## config.mk

```make
export PLATFORM = sky130hd
export DESIGN_NAME = phase_sequencer
export DESIGN_NICKNAME = d
export VERILOG_FILES = /design/src/rtl/phase_sequencer.sv
export SDC_FILE = /design/constraint.sdc
export NUM_CORES = 1
export LEC_CHECK = 0
export CAP_MARGIN = 0
export CORE_MARGIN = 3
export CORE_UTILIZATION = 57
export DETAILED_ROUTE_END_ITERATION = 6
export PLACE_DENSITY = 0.79
export REMOVE_ABC_BUFFERS = 1
export SYNTH_ARGS = -nofsm -noshare
export SYNTH_HDL_FRONTEND = slang
export SYNTH_SLANG_ARGS = --single-unit
```

## constraint.sdc

```tcl
create_clock -name clk -period 3.4 [get_ports clk]
set_clock_uncertainty 0.2 [all_clocks]
set_input_delay 0.51 -clock clk [delete_from_list [all_inputs] [get_ports clk]]
set_output_delay 0.51 -clock clk [all_outputs]
set_load 0.03 [all_outputs]
```

## src/rtl/phase_sequencer.sv

```systemverilog
// Fixed-time phase sequencer for a signal controller: a prescaler produces timing ticks, each
// phase dwells a parameterised number of ticks, and a latched pedestrian request may cut the
// main (phase 0) dwell short. Phase 3 is the phase that serves the pedestrian request.
module phase_sequencer #(
  parameter int unsigned TICK_DIV = 50000000,
  parameter int unsigned DWELL0   = 30,
  parameter int unsigned DWELL1   = 3,
  parameter int unsigned DWELL2   = 2,
  parameter int unsigned DWELL3   = 30,
  parameter int unsigned DWELL4   = 3,
  parameter int unsigned DWELL5   = 2,
  parameter int unsigned DWELL6   = 5,
  parameter int unsigned PED_CUT  = 5
) (
  input  logic       clk,
  input  logic       rst,
  input  logic       en,
  input  logic       ped_req,
  output logic [2:0] phase,
  output logic       tick,
  output logic       wrap,
  output logic [7:0] remain,
  output logic       ped_pend
);

  localparam int unsigned PcntW = (TICK_DIV > 2) ? $clog2(TICK_DIV) : 1;
  localparam logic [PcntW-1:0] PcntMax = PcntW'(TICK_DIV - 1);
  localparam logic [7:0] PedCut   = 8'(PED_CUT);
  localparam logic [7:0] PedCutM1 = 8'(PED_CUT - 1);

  logic [PcntW-1:0] pcnt_q, pcnt_d;
  logic [2:0]       phase_q, phase_d;
  logic [7:0]       remain_q, remain_d;
  logic             tick_q, tick_d;
  logic             wrap_q, wrap_d;
  logic             ped_pend_q, ped_pend_d;
  logic             tick_evt;

  // Dwell of a phase minus one, i.e. the value remain loads on phase entry.
  function automatic logic [7:0] dwell_m1(input logic [2:0] p);
    case (p)
      3'd1:    return 8'(DWELL1 - 1);
      3'd2:    return 8'(DWELL2 - 1);
      3'd3:    return 8'(DWELL3 - 1);
      3'd4:    return 8'(DWELL4 - 1);
      3'd5:    return 8'(DWELL5 - 1);
      3'd6:    return 8'(DWELL6 - 1);
      default: return 8'(DWELL0 - 1);
    endcase
  endfunction

  assign tick_evt = en && (pcnt_q == PcntMax);

  // Next-state: prescaler, phase/dwell countdown, pedestrian latch.
  always_comb begin
    pcnt_d     = pcnt_q;
    phase_d    = phase_q;
    remain_d   = remain_q;
    tick_d     = tick_evt;
    wrap_d     = 1'b0;
    ped_pend_d = ped_pend_q | ped_req;

    if (en) begin
      pcnt_d = tick_evt ? '0 : pcnt_q + 1'b1;
    end

    if (phase_q == 3'd7) begin
      // Unreachable encoding (upset): restart the cycle cleanly.
      phase_d  = 3'd0;
      remain_d = dwell_m1(3'd0);
    end else if (tick_evt) begin
      if (remain_q == 8'd0) begin
        if (phase_q == 3'd6) begin
          phase_d = 3'd0;
          wrap_d  = 1'b1;
        end else begin
          phase_d = phase_q + 3'd1;
        end
        remain_d = dwell_m1(phase_d);
      end else if (phase_q == 3'd0 && ped_pend_q && remain_q > PedCut) begin
        remain_d = PedCutM1;
      end else begin
        remain_d = remain_q - 8'd1;
      end
    end

    // Entering phase 3 serves the request, even one still asserted this cycle.
    if (phase_d == 3'd3 && phase_q != 3'd3) begin
      ped_pend_d = 1'b0;
    end
  end

  // State register with synchronous active-low reset.
  always_ff @(posedge clk) begin
    if (!rst) begin
      pcnt_q     <= '0;
      phase_q    <= 3'd0;
      remain_q   <= dwell_m1(3'd0);
      tick_q     <= 1'b0;
      wrap_q     <= 1'b0;
      ped_pend_q <= 1'b0;
    end else begin
      pcnt_q     <= pcnt_d;
      phase_q    <= phase_d;
      remain_q   <= remain_d;
      tick_q     <= tick_d;
      wrap_q     <= wrap_d;
      ped_pend_q <= ped_pend_d;
    end
  end

  assign phase    = phase_q;
  assign tick     = tick_q;
  assign wrap     = wrap_q;
  assign remain   = remain_q;
  assign ped_pend = ped_pend_q;

endmodule

```

== Yosys cells after proc, flatten, opt, wreduce, memory -nomap -nowiden ==
Index checks and enable logic that the tools add are counted.

* Eq/ne operators: 10
* Bitwise operators: 4
* Divide/modulo/power cells: 0
* Muxes and demuxes: 12
* Multipliers: 0
* Add/sub/neg operators: 3
* Shift operators: 0
* Order comparisons: 1
* Reduce and logical (&&, ||, !) cells: 11

{| class="wikitable"
|+ Operators by type and width
! operator !! number
|-
| $add 26x1->26 const B || 1
|-
| $eq 26x26->1 const B || 1
|-
| $mux 26 || 1
|-
| $mux 3 || 7
|-
| $mux 8 || 2
|-
| $eq 3x3->1 const B || 5
|-
| $pmux 5 s3 || 1
|-
| $gt 8x3->1 const B || 1
|-
| $logic_not 8->1 || 1
|-
| $reduce_or 2->1 || 4
|-
| $sub 8x1->8 const B || 1
|-
| $eq 3x2->1 const B || 2
|-
| $logic_and 1x1->1 || 4
|-
| $reduce_or 4->1 || 1
|-
| $add 3x1->3 const B || 1
|-
| $eq 3x1->1 const B || 1
|-
| $logic_not 3->1 || 1
|-
| $ne 3x2->1 const B || 1
|-
| $not 1->1 || 3
|-
| $mux 1 || 1
|-
| $or 1x1->1 || 1
|}

* Memories: 0
* Latch bits: 0
* Flip-flop bits (word level): 40
* Input port bits: 4
* Word-level logic and storage cells: 47
* ROM bits: 0
* RAM bits: 0

== Depth between registers and ports, before layout ==
* Word-level depth: 11
* Depth in mapped cells: 7
* Gate-level depth less buffers: 7

== Worst setup path after synthesis ==
Ideal clock, no wire load.

* Kind: flip-flop to flip-flop
* Start point: reg remain_q[0], in the netlist remain[0]
* End point: reg remain_q[3], in the netlist remain[3]
* Clock period less this slack: 2761 ps
* Path buffers: 0
* Setup time: 120 ps
* Stages on the path, launching flop included: 8
* Slack: 639 ps
* Arrival time: 2441 ps
* Cell sequence: dfxtp_1 -> inv_1 -> ha_1 -> or3b_2 -> a31oi_1 -> or2_0 -> o21ai_0 -> a211o_1

* Cells in the longest elaborated chain, start to end: 4
* Elaborated cells on any way between the ends: 6

{| class="wikitable"
|+ RTL lines
! what !! line !! source
|-
| start: declaration || 33 || <nowiki>logic [7:0] remain_q, remain_d;</nowiki>
|-
| start signal: assignment || 98 || <nowiki>remain_q <= dwell_m1(3'd0);</nowiki>
|-
| start signal: assignment || 105 || <nowiki>remain_q <= remain_d;</nowiki>
|-
| $gt 8x3->1 || 80 || <nowiki>end else if (phase_q == 3'd0 && ped_pend_q && remain_q > PedCut) begin</nowiki>
|-
| $logic_and 1x1->1 || 80 ||
|-
| $mux 8 || 80 ||
|-
| $mux 8 (*) || 72 || <nowiki>if (remain_q == 8'd0) begin</nowiki>
|}

Every way passes the cells marked *; elsewhere a longest branch is shown, timed or not.
A chain may end at the register's enable or synchronous reset.

== Final worst setup path ==
* Start point: in en
* End point: reg remain_q[7], in the netlist remain[7]

* Cells in the longest elaborated chain, start to end: 1

{| class="wikitable"
|+ RTL lines
! what !! line !! source
|-
| start: declaration || 17 || <nowiki>input logic en,</nowiki>
|-
| $logic_and 1x1->1 || 52 || <nowiki>assign tick_evt = en && (pcnt_q == PcntMax);</nowiki>
|}

Every way passes these cells.

==> impl_metrics.csv <==
group,metric,value,unit
die,core-area,3390,µm²
die,die_h,65.96,µm
power_and_ir_drop,p_sw,0.0001740,W
run,max-cap-violations,0,
drt,finalWirelength,4256,µm
logic_synthesis,synth_top_area_frac,0.3907,
placed_design,place.gp.congestion,0.8520,
timing,rsz0062_at_grt,"false",
logic_synthesis,async_reset_ff_frac,0,
die,rows,21,
timing,fin_crit_sh,0.7997,
timing,layout_min_cycle_time,2.719,ns
timing,setup_ws,0.6809,ns
clock_network,tritoncts_num_sinks,40,
drt,drtPass1Iterations,4,
clock_network,clk_pin_slew,0.12,ns
drt,m1WireLength,2120,µm
logic_synthesis,yosys.cell_count.top_type,"dfxtp_1",
clock_network,clock_path_buffers,2,
worst_setup_path,worstPathArrival,2.81,ns
placed_design,io_buffers,17,
logic_synthesis,syn_inst,246,
clock_network,ctsHtreeMaxLevel,2,
worst_setup_path,worstSetupPathType,"in -> reg",
drt,drc,0,
logic_synthesis,yosysSeqAreaShare,0.3907,
logic_synthesis,ys_seq_elements,40,
drt,wl_met3,232,µm
die,ios,18,
power_and_ir_drop,p_int,0.0006792,W
cells_and_area,diodes,0,
timing,max_freq,367.8,MHz
timing,slew_headroom,0.6437,
timing,hold_viol,0,
drt,top_layer_used,"met4",
placed_design,pre_cts_slack,0.3281,ns
clock_network,post_cts_buffers,0,
drt,route.met2.wl,1854,µm
die,dieArea,4351,µm²
worst_setup_path,cp_max_fo,12,
clock_network,cts_buffers,5,
run_status,outcome,"complete, no violations",
logic_synthesis,synth_edf_count,0,
cells_and_area,fin_util,0.6988,
logic_synthesis,synth_compound_area_frac,0.09280,
power_and_ir_drop,p_seq_frac,0.555,
worst_hold_path,hp-class,"reg -> reg",
logic_synthesis,synthMuxAreaShare,0.01038,
power_and_ir_drop,vdd.ir_drop.worst,0.2809,mV
power_and_ir_drop,switching_share,0.2039,
cells_and_area,finalNetCount,275,
drt,routedWlPerCell,13.64,µm
power_and_ir_drop,clockPowerShare,0.409,
timing,tightest_slew,0.5329,ns
timing,finalSetupViolCount,0,
clock_network,clkLatencyLatePin,0.35,ns
power_and_ir_drop,combinationalPowerShare,0.037,
global_route,grt_pass1_vias,1592,
logic_synthesis,synth_area_leaders,"dfxtp_1, nor2_1, xnor2_1",
logic_synthesis,synth-adder-area-share,0.03663,
logic_synthesis,synth-xor-area-share,0.1026,
logic_synthesis,ys.flop_type,"dfxtp_1",
global_route,grt_max_degree,25,
timing,hold_ws,0.3088,ns
logic_synthesis,synth_top_family_by_area,"simple AND/OR/NAND/NOR gates",
worst_setup_path,end_kind,"flip-flop",
logic_synthesis,yosys.area_share.simple,0.3358,
logic_synthesis,ys_top_cells_by_count,"dfxtp_1, nor2_1, nor3_1, xnor2_1, nand2_1",
drt,vias,1785,
power_and_ir_drop,p_per_area,360.2,nW/µm²
drt,ant_nets,0,
worst_setup_path,start_kind,"input port",
die,die_w,65.96,µm
logic_synthesis,synth.distinct_cells,41,
placed_design,hpwlAfterDp,2993,µm
die,start_util,0.6047,
cells_and_area,fin_area,2369,µm²
global_route,grt_pass1_wl,7300,µm
timing,tns,0,ns
cells_and_area,syn_to_final_growth,15.57,%
clock_network,root_buffer,"clkbuf_4",
cells_and_area,nFillCells,280,
drt,via_per_inst,5.721,
logic_synthesis,ys_warn_count,0,
clock_network,cts-hold-fix-buffers,0,
cells_and_area,drive_above_1_share,0.06767,
worst_setup_path,cp.required,3.49,ns
global_route,grt_use_total,0.2157,
logic_synthesis,netlist.top_cell.by_area,"dfxtp_1",
clock_network,cts.repair.resized,0,
global_route,grt_antenna_before_repair,0,
timing,drv_slew,0,
power_and_ir_drop,power.leakage,0.8105,nW
global_route,gr-total-overflow,0,
placed_design,place_area,2273,µm²
clock_network,cts_tree,"built",
logic_synthesis,syn_area_per_cell,8.331,µm²
drt,drt_iter0_drc,136,
logic_synthesis,synth_area,2049,µm²
## power groups by stage
stage          Clock, W  Sequential (W)  Combinational (W)
2_1_floorplan         0        0.000485          0.0000158
3_3_place_gp          0        0.000484          0.0000307
3_5_place_dp          0        0.000484          0.0000310
4_1_cts        0.000360        0.000473          0.0000310
5_1_grt        0.000383        0.000474          0.0000349
6_report       0.000349        0.000473          0.0000314
## kinds of logic after synthesis
logic type      Yosys count
buf+inv                  17
compound gates           29
mux                       2
simple gates            128
xor+xnor                 24
fa+ha+maj                 6
flops                    40
## state kept, by name, indices dropped and copies added, names as in the netlist
name / cells
pcnt_q: 26
ped_pend: 1
phase: 3
remain: 8
tick: 1
wrap: 1
## metal layers
metal | track usage | vias up
met5 | 0 | -
met2 | 0.3229 | 49
met1 | 0.3057 | 812
met4 | 0.07107 | 0
li1 | - | 918
met3 | 0.04762 | 6
## area by class of cell
| class | instances | area, µm² | area share |
|---|---|---|---|
| Inverter | 8 | 30.03 | 0.01268 |
| Clock inverter | 1 | 30.03 | 0.01268 |
| Tap cell | 46 | 57.56 | 0.02430 |
| Timing Repair Buffer | 21 | 200.2 | 0.08452 |
| Sequential cell | 40 | 800.8 | 0.3381 |
| Multi-Input combinational cell | 189 | 1185 | 0.5003 |
| Clock buffer | 7 | 65.06 | 0.02747 |
## worst max-delay path, cell delays in order
cell             delay [ns]
clkdlybuf4s50_1        0.58
and4_1                 0.33
nand4_2                0.13
or3_1                  0.56
or4_1                  0.55
a21oi_1                0.14
## layout by cell type (no fill, tap or decap), types with 2 or more instances in the layout
cell	instances
a211o_1	2
a211oi_1	4
a21boi_0	2
a21oi_1	6
and2_1	3
and3_1	6
and4_1	5
buf_4	4
clkbuf_4	5
clkbuf_8	2
clkdlybuf4s50_1	17
dfxtp_1	40
ha_1	6
inv_1	8
nand2_1	11
nand2b_1	3
nand3_1	10
nand3b_1	2
nand4_1	9
nor2_1	38
nor2b_1	3
nor3_1	16
nor3b_1	3
nor4_1	8
nor4b_1	2
o21ai_0	8
o21bai_1	2
or4_1	2
xnor2_1	16
xor2_1	8
## final timing paths
kind | start | endpoint | slack [ns] | cells past startpoint
hold / removal | pcnt_q[1]$_SDFFE_PN0P_ | pcnt_q[1]$_SDFFE_PN0P_ | 0.31 | 2
setup reg to reg | remain[0]$_SDFFE_PP1N_ | remain[3]$_SDFFE_PP1N_ | 0.71 | 8
setup / recovery | en | remain[7]$_SDFFE_PP0N_ | 0.68 | 6
hold reg to reg | pcnt_q[1]$_SDFFE_PN0P_ | pcnt_q[1]$_SDFFE_PN0P_ | 0.31 | 2
## metrics by stage
stage	instances	total power [W]
after detailed placement	304	0.0005147
after floorplan	237	0.0005008
after CTS	312	0.0008647
final	312	0.0008532
after global placement	304	0.0005143
after global routing	312	0.0008914
Power figures use the tool's default switching activity.
